`src/rtl/motor_drive_pkg.sv`:
```
// Shared mode encoding and default drive constants for the motor and sensor-tracking blocks.
package motor_drive_pkg;

  typedef enum logic [1:0] {
    STOP = 2'd0,
    STRI = 2'd1,
    RT   = 2'd2,
    LT   = 2'd3
  } mode_e;

  localparam int DUTY_W            = 10;
  localparam int PWM_PERIOD_DEF    = 1000;
  localparam int DUTY_FULL_DEF     = 800;
  localparam int DUTY_TURN_DEF     = 300;
  localparam int RAMP_STEP_DEF     = 50;
  localparam int DWELL_PERIODS_DEF = 4;

  // Per-mode wheel targets, packed as {left, right}.
  function automatic logic [2*DUTY_W-1:0] mode_targets(input mode_e m,
                                                       input logic [DUTY_W-1:0] full,
                                                       input logic [DUTY_W-1:0] turn);
    logic [2*DUTY_W-1:0] t;
    t = '0;
    case (m)
      STRI:    t = {full, full};
      RT:      t = {full, turn};
      LT:      t = {turn, full};
      default: t = '0;
    endcase
    return t;
  endfunction

endpackage

```
`src/rtl/motor_drive_duty_ramp.sv`:
```
// Per-wheel duty ramp and PWM comparator; duty only moves at a period wrap or on stop.
module duty_ramp
  import motor_drive_pkg::*;
#(
  parameter int RAMP_STEP = RAMP_STEP_DEF
) (
  input  logic              clk,
  input  logic              reset,
  input  logic [DUTY_W-1:0] pwm_cnt,
  input  logic              wrap,
  input  logic [DUTY_W-1:0] target,
  input  logic              stop,
  output logic [DUTY_W-1:0] duty,
  output logic              motor
);

  localparam logic [DUTY_W:0]   STEP_W = (DUTY_W+1)'(RAMP_STEP);
  localparam logic [DUTY_W-1:0] STEP_N = DUTY_W'(RAMP_STEP);

  logic [DUTY_W-1:0] duty_q, duty_d;
  logic              motor_q, motor_d;
  logic [DUTY_W:0]   gap;

  // Next duty: forced to zero on stop, otherwise a bounded step toward target at wrap.
  always_comb begin
    duty_d  = duty_q;
    motor_d = ~stop & (pwm_cnt < duty_q);
    gap     = (target >= duty_q) ? ({1'b0, target} - {1'b0, duty_q})
                                 : ({1'b0, duty_q} - {1'b0, target});
    if (stop) begin
      duty_d = '0;
    end else if (wrap) begin
      if (gap <= STEP_W)        duty_d = target;
      else if (target > duty_q) duty_d = duty_q + STEP_N;
      else                      duty_d = duty_q - STEP_N;
    end
  end

  // Duty and PWM output registers.
  always_ff @(posedge clk or negedge reset) begin
    if (!reset) begin
      duty_q  <= '0;
      motor_q <= 1'b0;
    end else begin
      duty_q  <= duty_d;
      motor_q <= motor_d;
    end
  end

  assign duty  = duty_q;
  assign motor = motor_q;

endmodule

```
`src/rtl/motor_drive.sv`:
```
// Two-wheel drive: request register, dwell-limited mode selection, PWM counter, per-wheel ramps.
module motor_drive
  import motor_drive_pkg::*;
#(
  parameter int PWM_PERIOD    = PWM_PERIOD_DEF,
  parameter int DUTY_FULL     = DUTY_FULL_DEF,
  parameter int DUTY_TURN     = DUTY_TURN_DEF,
  parameter int RAMP_STEP     = RAMP_STEP_DEF,
  parameter int DWELL_PERIODS = DWELL_PERIODS_DEF
) (
  input  logic              clk,
  input  logic              reset,
  input  logic [1:0]        state,
  output logic              left_motor,
  output logic              right_motor,
  output logic [1:0]        mode,
  output logic [DUTY_W-1:0] left_duty,
  output logic [DUTY_W-1:0] right_duty
);

  localparam int              DWELL_W = 8;
  localparam logic [DUTY_W-1:0] WRAP_AT = DUTY_W'(PWM_PERIOD - 1);

  mode_e               state_q, state_d;
  mode_e               mode_q, mode_d;
  logic [DWELL_W-1:0]  dwell_q, dwell_d;
  logic [DUTY_W-1:0]   pwm_cnt_q, pwm_cnt_d;
  logic                wrap, stop;
  logic [2*DUTY_W-1:0] tgt;

  assign wrap = (pwm_cnt_q == WRAP_AT);
  assign stop = (mode_q == STOP);
  assign tgt  = mode_targets(mode_q, DUTY_W'(DUTY_FULL), DUTY_W'(DUTY_TURN));

  // Free-running PWM period counter.
  always_comb begin
    pwm_cnt_d = wrap ? '0 : pwm_cnt_q + 1'b1;
  end

  // Mode follows the latest request when STOP or the dwell has expired; dwell reloads on entry.
  always_comb begin
    state_d = mode_e'(state);
    mode_d  = mode_q;
    dwell_d = dwell_q;
    if (state_q == STOP || dwell_q == '0) mode_d = state_q;
    if (mode_d != mode_q) begin
      dwell_d = (mode_d == STOP) ? '0 : DWELL_W'(DWELL_PERIODS);
    end else if (wrap && dwell_q != '0) begin
      dwell_d = dwell_q - 1'b1;
    end
  end

  // Control state registers.
  always_ff @(posedge clk or negedge reset) begin
    if (!reset) begin
      state_q   <= STOP;
      mode_q    <= STOP;
      dwell_q   <= '0;
      pwm_cnt_q <= '0;
    end else begin
      state_q   <= state_d;
      mode_q    <= mode_d;
      dwell_q   <= dwell_d;
      pwm_cnt_q <= pwm_cnt_d;
    end
  end

  duty_ramp #(.RAMP_STEP(RAMP_STEP)) u_left (
    .clk     (clk),
    .reset   (reset),
    .pwm_cnt (pwm_cnt_q),
    .wrap    (wrap),
    .target  (tgt[2*DUTY_W-1:DUTY_W]),
    .stop    (stop),
    .duty    (left_duty),
    .motor   (left_motor)
  );

  duty_ramp #(.RAMP_STEP(RAMP_STEP)) u_right (
    .clk     (clk),
    .reset   (reset),
    .pwm_cnt (pwm_cnt_q),
    .wrap    (wrap),
    .target  (tgt[DUTY_W-1:0]),
    .stop    (stop),
    .duty    (right_duty),
    .motor   (right_motor)
  );

  assign mode = mode_q;

endmodule

```
`config.mk`:
```
export PLATFORM = sky130hd
export DESIGN_NAME = motor_drive
export DESIGN_NICKNAME = d
export VERILOG_FILES = /design/src/rtl/motor_drive_pkg.sv /design/src/rtl/motor_drive_duty_ramp.sv /design/src/rtl/motor_drive.sv
export SDC_FILE = /design/constraint.sdc
export NUM_CORES = 1
export LEC_CHECK = 0
export ABC_CLOCK_PERIOD_IN_PS = 6450
export CAP_MARGIN = 20
export CORE_MARGIN = 2
export CORE_UTILIZATION = 30
export CTS_BUF_LIST = sky130_fd_sc_hd__clkbuf_4
export CTS_CLUSTER_DIAMETER = 60
export CTS_CLUSTER_SIZE = 16
export DETAILED_ROUTE_END_ITERATION = 8
export HOLD_SLACK_MARGIN = 0.02
export PLACE_DENSITY = 0.5
export SYNTH_ARGS = -nofsm -noshare
export SYNTH_HDL_FRONTEND = slang
export SYNTH_SLANG_ARGS = --single-unit
```
`constraint.sdc`:
```
create_clock -name clk -period 6.45 [get_ports clk]
set_input_delay 1.935 -clock clk [delete_from_list [all_inputs] [get_ports clk]]
set_output_delay 1.935 -clock clk [all_outputs]
set_load 0.05 [all_outputs]
```
==> flow_metrics.py, run 1 <==
metrics = {
    "status": {
        "outcome": "finished clean",
    },
    "synth": {
        "ys_warn_count": 0,
        "synthCells": 510,
        "synth-simple-area-share": 0.178,
        "syn_avg_cell_area_um2": 8.62,
        "synth_cell_types": 76,
        "yosys.area_share.adder": 0.186,
        "ys.flop_type": "dfrtp_1",
        "synth_xor_area_frac": 0.0777,
        "ys_seq_area_frac": 0.239,
        "async_flop_share": 1.00,
        "synth_area_um2": 4400,
        "synth_top_family_by_area": "compound AO/OA/AOI/OAI gates",
        "synth_edf_count": 0,
        "synth_compound_area_frac": 0.245,
        "synth_mux_area_frac": 0.0139,
        "yosys_register_bits": 42,
    },
    "setup_path": {
        "required_ns": 6.73,
        "r2r_cells": 17,
        "cp_max_fo": 8,
        "setup.worst_path.start_class": "register",
        "rrSetupSlack_ns": 1.56,
        "worstPathArrival_ns": 5.16,
        "endpoint_kind": "register",
        "r2r-start": "mode[0]",
        "crit_type": "reg -> reg",
        "reg2reg_to": "u_right.duty[9]",
    },
    "cells_and_area": {
        "area_growth_pct": 11.2,
        "fin_nets": 595,
        "multi_input_area_um2": 3090,
        "diodes": 0,
        "regArea_um2": 1050,
        "fill_cells": 1518,
        "drive_above_1_share": 0.0662,
    },
    "timing": {
        "hold_viol_final": 0,
        "setup_viol": 0,
        "rsz0062_at_grt": "no",
        "final.min_clock_period_ns": 4.89,
        "finalSetupTns_ns": 0,
        "clock_skew_ns": 0.0169,
        "fmax_mhz": 205,
        "worst_pin_slew_ns": 0.945,
        "maxSlewViolCount": 0,
        "slew_headroom": 0.370,
        "finalCritPeriodShare": 0.758,
    },
    "clock_network": {
        "cts.path.max_buffers": 2,
        "postCtsSetupRepairBufs": 0,
        "ctsHtreeMaxLevel": 2,
        "tritoncts.num_buffers": 5,
        "clock_latency_ns": 0.38,
        "cts_tree": "done",
        "cts_root_buf": "clkbuf_4",
        "hold_buffers": 0,
        "clk_pin_slew_worst_paths_ns": 0.16,
        "clkSinkCount": 42,
        "ctsResizeCount": 0,
    },
    "power_and_ir_drop": {
        "clkPwrFrac": 0.080,
        "p_int_w": 0.000904,
        "ir_drop_uv": 124,
        "power_leakage_nw": 2.04,
        "power_density_nw_per_um2": 396,
        "p_comb_frac": 0.769,
        "swShare": 0.533,
        "net-switching-power_w": 0.00103,
        "seqPwrFrac": 0.151,
        "total_power_w": 0.00194,
    },
    "die": {
        "dieArea_um2": 15600,
        "dieHeight_um": 125,
        "boundaryPins": 28,
        "coreArea_um2": 14400,
        "start_util": 0.305,
        "rows": 44,
        "die_w_um": 125,
    },
    "global_route": {
        "antenna_found_initial": 0,
        "first_global_vias": 3816,
        "grtUsageTotal": 0.155,
        "grt_max_degree": 43,
        "overflow": 0,
        "grt_pass1_wl_um": 19900,
    },
    "route": {
        "drc_errors": 0,
        "avgViaCountPerCell": 5.33,
        "wire_per_inst_um": 16.5,
        "drt-initial-drc-count": 224,
        "ant_nets": 0,
        "wl_um": 11800,
        "vias": 3797,
        "drt_pass1_iterations": 6,
    },
    "hold_path": {
        "min_to": "pwm_cnt_q[0]",
        "hold_depth": 1,
        "hp-start": "pwm_cnt_q[0]",
        "hp-class": "reg -> reg",
    },
    "run": {
        "cap_violations": 0,
    },
    "placed_design": {
        "place_congestion": 0.916,
        "portBuffers": 25,
        "dpl.hpwl_um": 8980,
    },
}
cell usage after synthesis, types with 8 or more instances:
cell type / number / area (um2)
a21o_1: 8 / 60.1
nand3_1: 14 / 70.1
ha_1: 59 / 738
xor2_1: 12 / 105
nor2_1: 45 / 169
o21a_1: 11 / 82.6
dfrtp_1: 42 / 1050
o211ai_1: 11 / 82.6
clkbuf_1: 8 / 30.0
inv_1: 44 / 165
nor3_1: 10 / 50.1
nand2_1: 28 / 105
a211oi_1: 12 / 90.1
a21oi_1: 35 / 175
xnor2_1: 27 / 236
o21ai_0: 22 / 110
final cells by class:
class,count,share of cell area
Multi-Input combinational cell,405,0.632
Sequential cell,42,0.215
Tap cell,184,0.0471
Inverter,46,0.0353
Clock buffer,5,0.00768
Timing Repair Buffer,28,0.0573
Clock inverter,3,0.00589
metrics by stage:
stage	hold WS, ns	setup slack (ns)	utilization	instances	area [um2]
global placement	0.488	1.82	0.333	704	4800
global route	0.549	0.971	0.339	713	4890
detailed placement	0.487	1.58	0.333	704	4800
floorplan	0.455	1.94	-	511	4400
finish	0.509	1.56	0.339	713	4890
CTS	0.511	1.54	0.337	712	4870
state kept, by name (all words and copies together), names as in the netlist:
register       cells
mode               2
u_left.motor       1
u_right.motor      1
u_left.duty        9
u_right.duty       9
dwell_q            8
state_q            2
pwm_cnt_q         10
layout by cell type (no fill, tap or decap), types with 3 or more instances in the layout:
master           count
xnor2_1             27
or3_1                6
a21boi_0             5
o211ai_1            11
nor3_1              10
o21a_1              11
nand2b_1             6
mux2i_1              5
a211oi_1            12
nor2b_1              6
nor2_1              45
a2111oi_0            3
inv_1               44
clkdlybuf4s50_1     24
and3_1               5
o22ai_1              3
nand3_1             14
nand3b_1             5
ha_1                59
a21oi_1             35
o21ai_0             22
xor2_1              12
dfrtp_1             42
fa_1                 4
clkbuf_4             5
a21o_1               8
nor3b_2              3
nand2_1             28
or4_1                3
power by group through the flow:
| stage | combinational (W) | sequential, W | clock, W |
|---|---|---|---|
| after floorplan | 0.00117 | 0.000315 | 0 |
| after global placement | 0.00148 | 0.000295 | 0 |
| after CTS | 0.00149 | 0.000293 | 0.000166 |
| after global routing | 0.00167 | 0.000294 | 0.000175 |
| after detailed placement | 0.00148 | 0.000298 | 0 |
| final | 0.00149 | 0.000292 | 0.000156 |
logic make-up (layout without fill, tap and decap cells):
kind of cell / Yosys count / after routing
and+or+nand+nor: 149 / 149
AOI/OAI and AO/OA: 146 / 146
buffers and inverters: 64 / 82
adders and majority gates: 63 / 63
DFF: 42 / 42
xor gates and xnor gates: 39 / 39
muxes: 6 / 6
other: 1 / 2
critical path, stage by stage (launching register included):
cell and delay [ns]:
dfrtp_1 0.50, inv_1 0.22, ha_1 0.29, inv_1 0.22, ha_1 0.50, nand3b_1 0.16
or3_1 0.39, o22ai_1 0.56, inv_1 0.20, fa_1 0.45, nor2b_1 0.12, o21ai_0 0.09
a21oi_1 0.19, o21ai_0 0.13, a21oi_1 0.19, xnor2_1 0.14, a211oi_1 0.07, a2111oi_2 0.36
layer usage:
layer,vias to the layer above,share of wire,global-route usage
li1,1870,-,-
met1,1826,0.46,0.202
met2,74,0.47,0.263
met3,27,0.041,0.0278
met4,0,0.028,0.0458
met5,-,0,0
worst max-delay path by stage:
stage / startpoint / cells after the start / end
global route: mode[0] / 18 / u_right.duty[9]
CTS: mode[0] / 17 / u_right.duty[9]
finish: mode[0] / 17 / u_right.duty[9]
global placement: mode[0] / 17 / u_right.duty[9]
detailed placement: mode[0] / 18 / u_right.duty[9]
floorplan: mode[0] / 19 / u_right.duty[9]
Note: power is estimated with default switching activity, not from simulation.
==> inputs of run 2 (changes only) <==
- ABC_CLOCK_PERIOD_IN_PS: 6450 -> 5000
- clock period: 6.45 -> 5 ns (I/O delays scaled with it)
==> run 2 against run 1 <==
Against the previous run: combinational power rose by 33%; cell area rose by 0.36%; sequential cell count did not move; routed wire length rose by 2.6%; die area did not move; utilization rose by 0.12 points; clock skew fell by 0.012 ns; first-iteration DRC count rose by 34%; highest routed layer unchanged.
==> flow_metrics.py, run 2 (synthesis gave the netlist of run 1 again) <==
metrics = {
    "status": {
        "outcome": "finished clean",
    },
    "clock_network": {
        "tritoncts.num_buffers": 5,
        "cts_root_buf": "clkbuf_4",
        "clkSinkCount": 42,
        "ctsHtreeMaxLevel": 2,
        "clock_latency_ns": 0.38,
        "clk_pin_slew_worst_paths_ns": 0.16,
        "cts_tree": "done",
        "cts.path.max_buffers": 2,
    },
    "setup_path": {
        "reg2reg_to": "u_left.duty[8]",
        "crit_type": "reg -> reg",
        "r2r-start": "mode[0]",
        "rrSetupSlack_ns": 0.49,
        "cp_common_cell": "ha_1",
        "worstPathArrival_ns": 4.81,
        "cp_max_fo": 7,
        "r2r_cells": 18,
        "startpoint": "mode[0]",
        "setup.worst_path.start_class": "register",
        "required_ns": 5.29,
        "slowest_delay_ns": 0.51,
        "crit_slowest_cell": "dfrtp_1",
        "endpoint_kind": "register",
        "path_cells": "inv_2, ha_1, inv_1, ha_1, nand4bb_1, a21oi_1, o21ai_0, a32oi_1, inv_1, ha_1, a21o_1, a21oi_1, nand2b_1, a21boi_0, o41a_1, xor2_1, mux2i_1, a211oi_1",
    },
    "die": {
        "coreArea_um2": 14400,
        "rows": 44,
        "boundaryPins": 28,
        "start_util": 0.305,
        "dieHeight_um": 125,
        "dieArea_um2": 15600,
        "die_w_um": 125,
    },
    "global_route": {
        "first_global_vias": 3665,
        "antenna_found_initial": 0,
        "grt_pass1_wl_um": 19900,
        "overflow": 0,
        "grt_max_degree": 43,
        "grtUsageTotal": 0.157,
    },
    "power_and_ir_drop": {
        "power_density_nw_per_um2": 522,
        "clkPwrFrac": 0.078,
        "power_leakage_nw": 2.04,
        "seqPwrFrac": 0.147,
        "swShare": 0.534,
        "p_comb_frac": 0.775,
        "p_int_w": 0.00119,
        "net-switching-power_w": 0.00137,
        "ir_drop_uv": 165,
    },
    "route": {
        "vias": 3822,
        "avgViaCountPerCell": 5.35,
        "ant_nets": 0,
        "drc_errors": 0,
        "wl_um": 12100,
        "wire_per_inst_um": 16.9,
        "drt-initial-drc-count": 301,
        "drt_pass1_iterations": 5,
    },
    "cells_and_area": {
        "regMostFlops": "pwm_cnt_q",
        "area_growth_pct": 11.6,
        "layout_commonest_cell": "ha_1",
        "final_cell_mix": "58 x ha_1, 45 x nor2_1, 43 x inv_1",
        "diodes": 0,
        "stdcell_count": 715,
        "largest_reg_flops": 10,
        "drive_above_1_share": 0.0753,
        "fin_nets": 597,
        "fin_util": 0.340,
    },
    "timing": {
        "clock_skew_ns": 0.00449,
        "hold_viol_final": 0,
        "final.min_clock_period_ns": 4.51,
        "maxSlewViolCount": 0,
        "fmax_mhz": 221,
        "finalSetupTns_ns": 0,
        "rsz0062_at_grt": "no",
        "setup_viol": 0,
        "worst_pin_slew_ns": 1.11,
        "slew_headroom": 0.258,
        "finalCritPeriodShare": 0.903,
    },
    "run": {
        "cap_violations": 0,
    },
    "hold_path": {
        "min_to": "pwm_cnt_q[0]",
        "hp-class": "reg -> reg",
        "hp-start": "pwm_cnt_q[0]",
        "hold_depth": 1,
    },
    "placed_design": {
        "dpl.hpwl_um": 9060,
        "place_inst": 706,
        "portBuffers": 25,
        "place_congestion": 0.886,
    },
}
-- run 2: worst max-delay path by stage --
stage | to | slack, ns | depth (start not counted)
final | u_left.duty[8] | 0.49 | 18
after global routing | u_right.duty[9] | 0.02 | 18
after CTS | u_left.duty[8] | 0.42 | 18
after detailed placement | u_left.duty[8] | 0.47 | 18
after global placement | u_right.duty[9] | 0.67 | 18
after floorplan | u_right.duty[9] | 0.49 | 19
-- run 2: layout make-up --
cell class,instances,area (um2)
clock buffers,5,37.5
clock inverters,3,25.0
fillers,1521,9520
well taps,184,230
inverters,46,173
multi-input cells,405,3090
flip-flops and latches,42,1050
repair buffers,30,295
-- run 2: critical path: cells and delay by family (launching register included) --
kind            cells  cell delay [ns]
fa+ha+maj           3             1.02
compound gates      8             1.69
mux                 1             0.10
xor+xnor            1             0.18
simple gates        2             0.37
flops               1             0.51
buf+inv             3             0.54
-- run 2: repair_timing --
| item | 4_1_cts | 5_1_grt |
|---|---|---|
| setup endpoints to repair | 0 | 2 |
| setup buffers | 0 | 0 |
| hold buffers | 0 | 0 |
| gates resized for setup | 0 | 3 |
-- run 2: power by group through the flow --
stage / registers (W) / logic [W] / clock network [W]
6_report: 0.000377 / 0.00198 / 0.000199
5_1_grt: 0.000381 / 0.00219 / 0.000226
4_1_cts: 0.000377 / 0.00197 / 0.000212
3_5_place_dp: 0.000383 / 0.00196 / 0
3_3_place_gp: 0.000380 / 0.00196 / 0
2_1_floorplan: 0.000406 / 0.00151 / 0
-- run 2: through the flow --
step           hold WS (ns)  total power (W)  setup WS, ns  instance area (um2)
6_report              0.514          0.00256         0.485                 4900
3_5_place_dp          0.492          0.00234         0.468                 4820
3_3_place_gp          0.486          0.00234         0.673                 4820
4_1_cts               0.520          0.00256         0.417                 4880
5_1_grt               0.545          0.00279        0.0246                 4900
2_1_floorplan         0.455          0.00192         0.495                 4400
-- run 2: metal layers --
metal / wire [um] / global-route usage
met1: 5940 / 0.222
met2: 5610 / 0.255
met3: 435 / 0.0270
met4: 94 / 0.0248
met5: 0 / 0
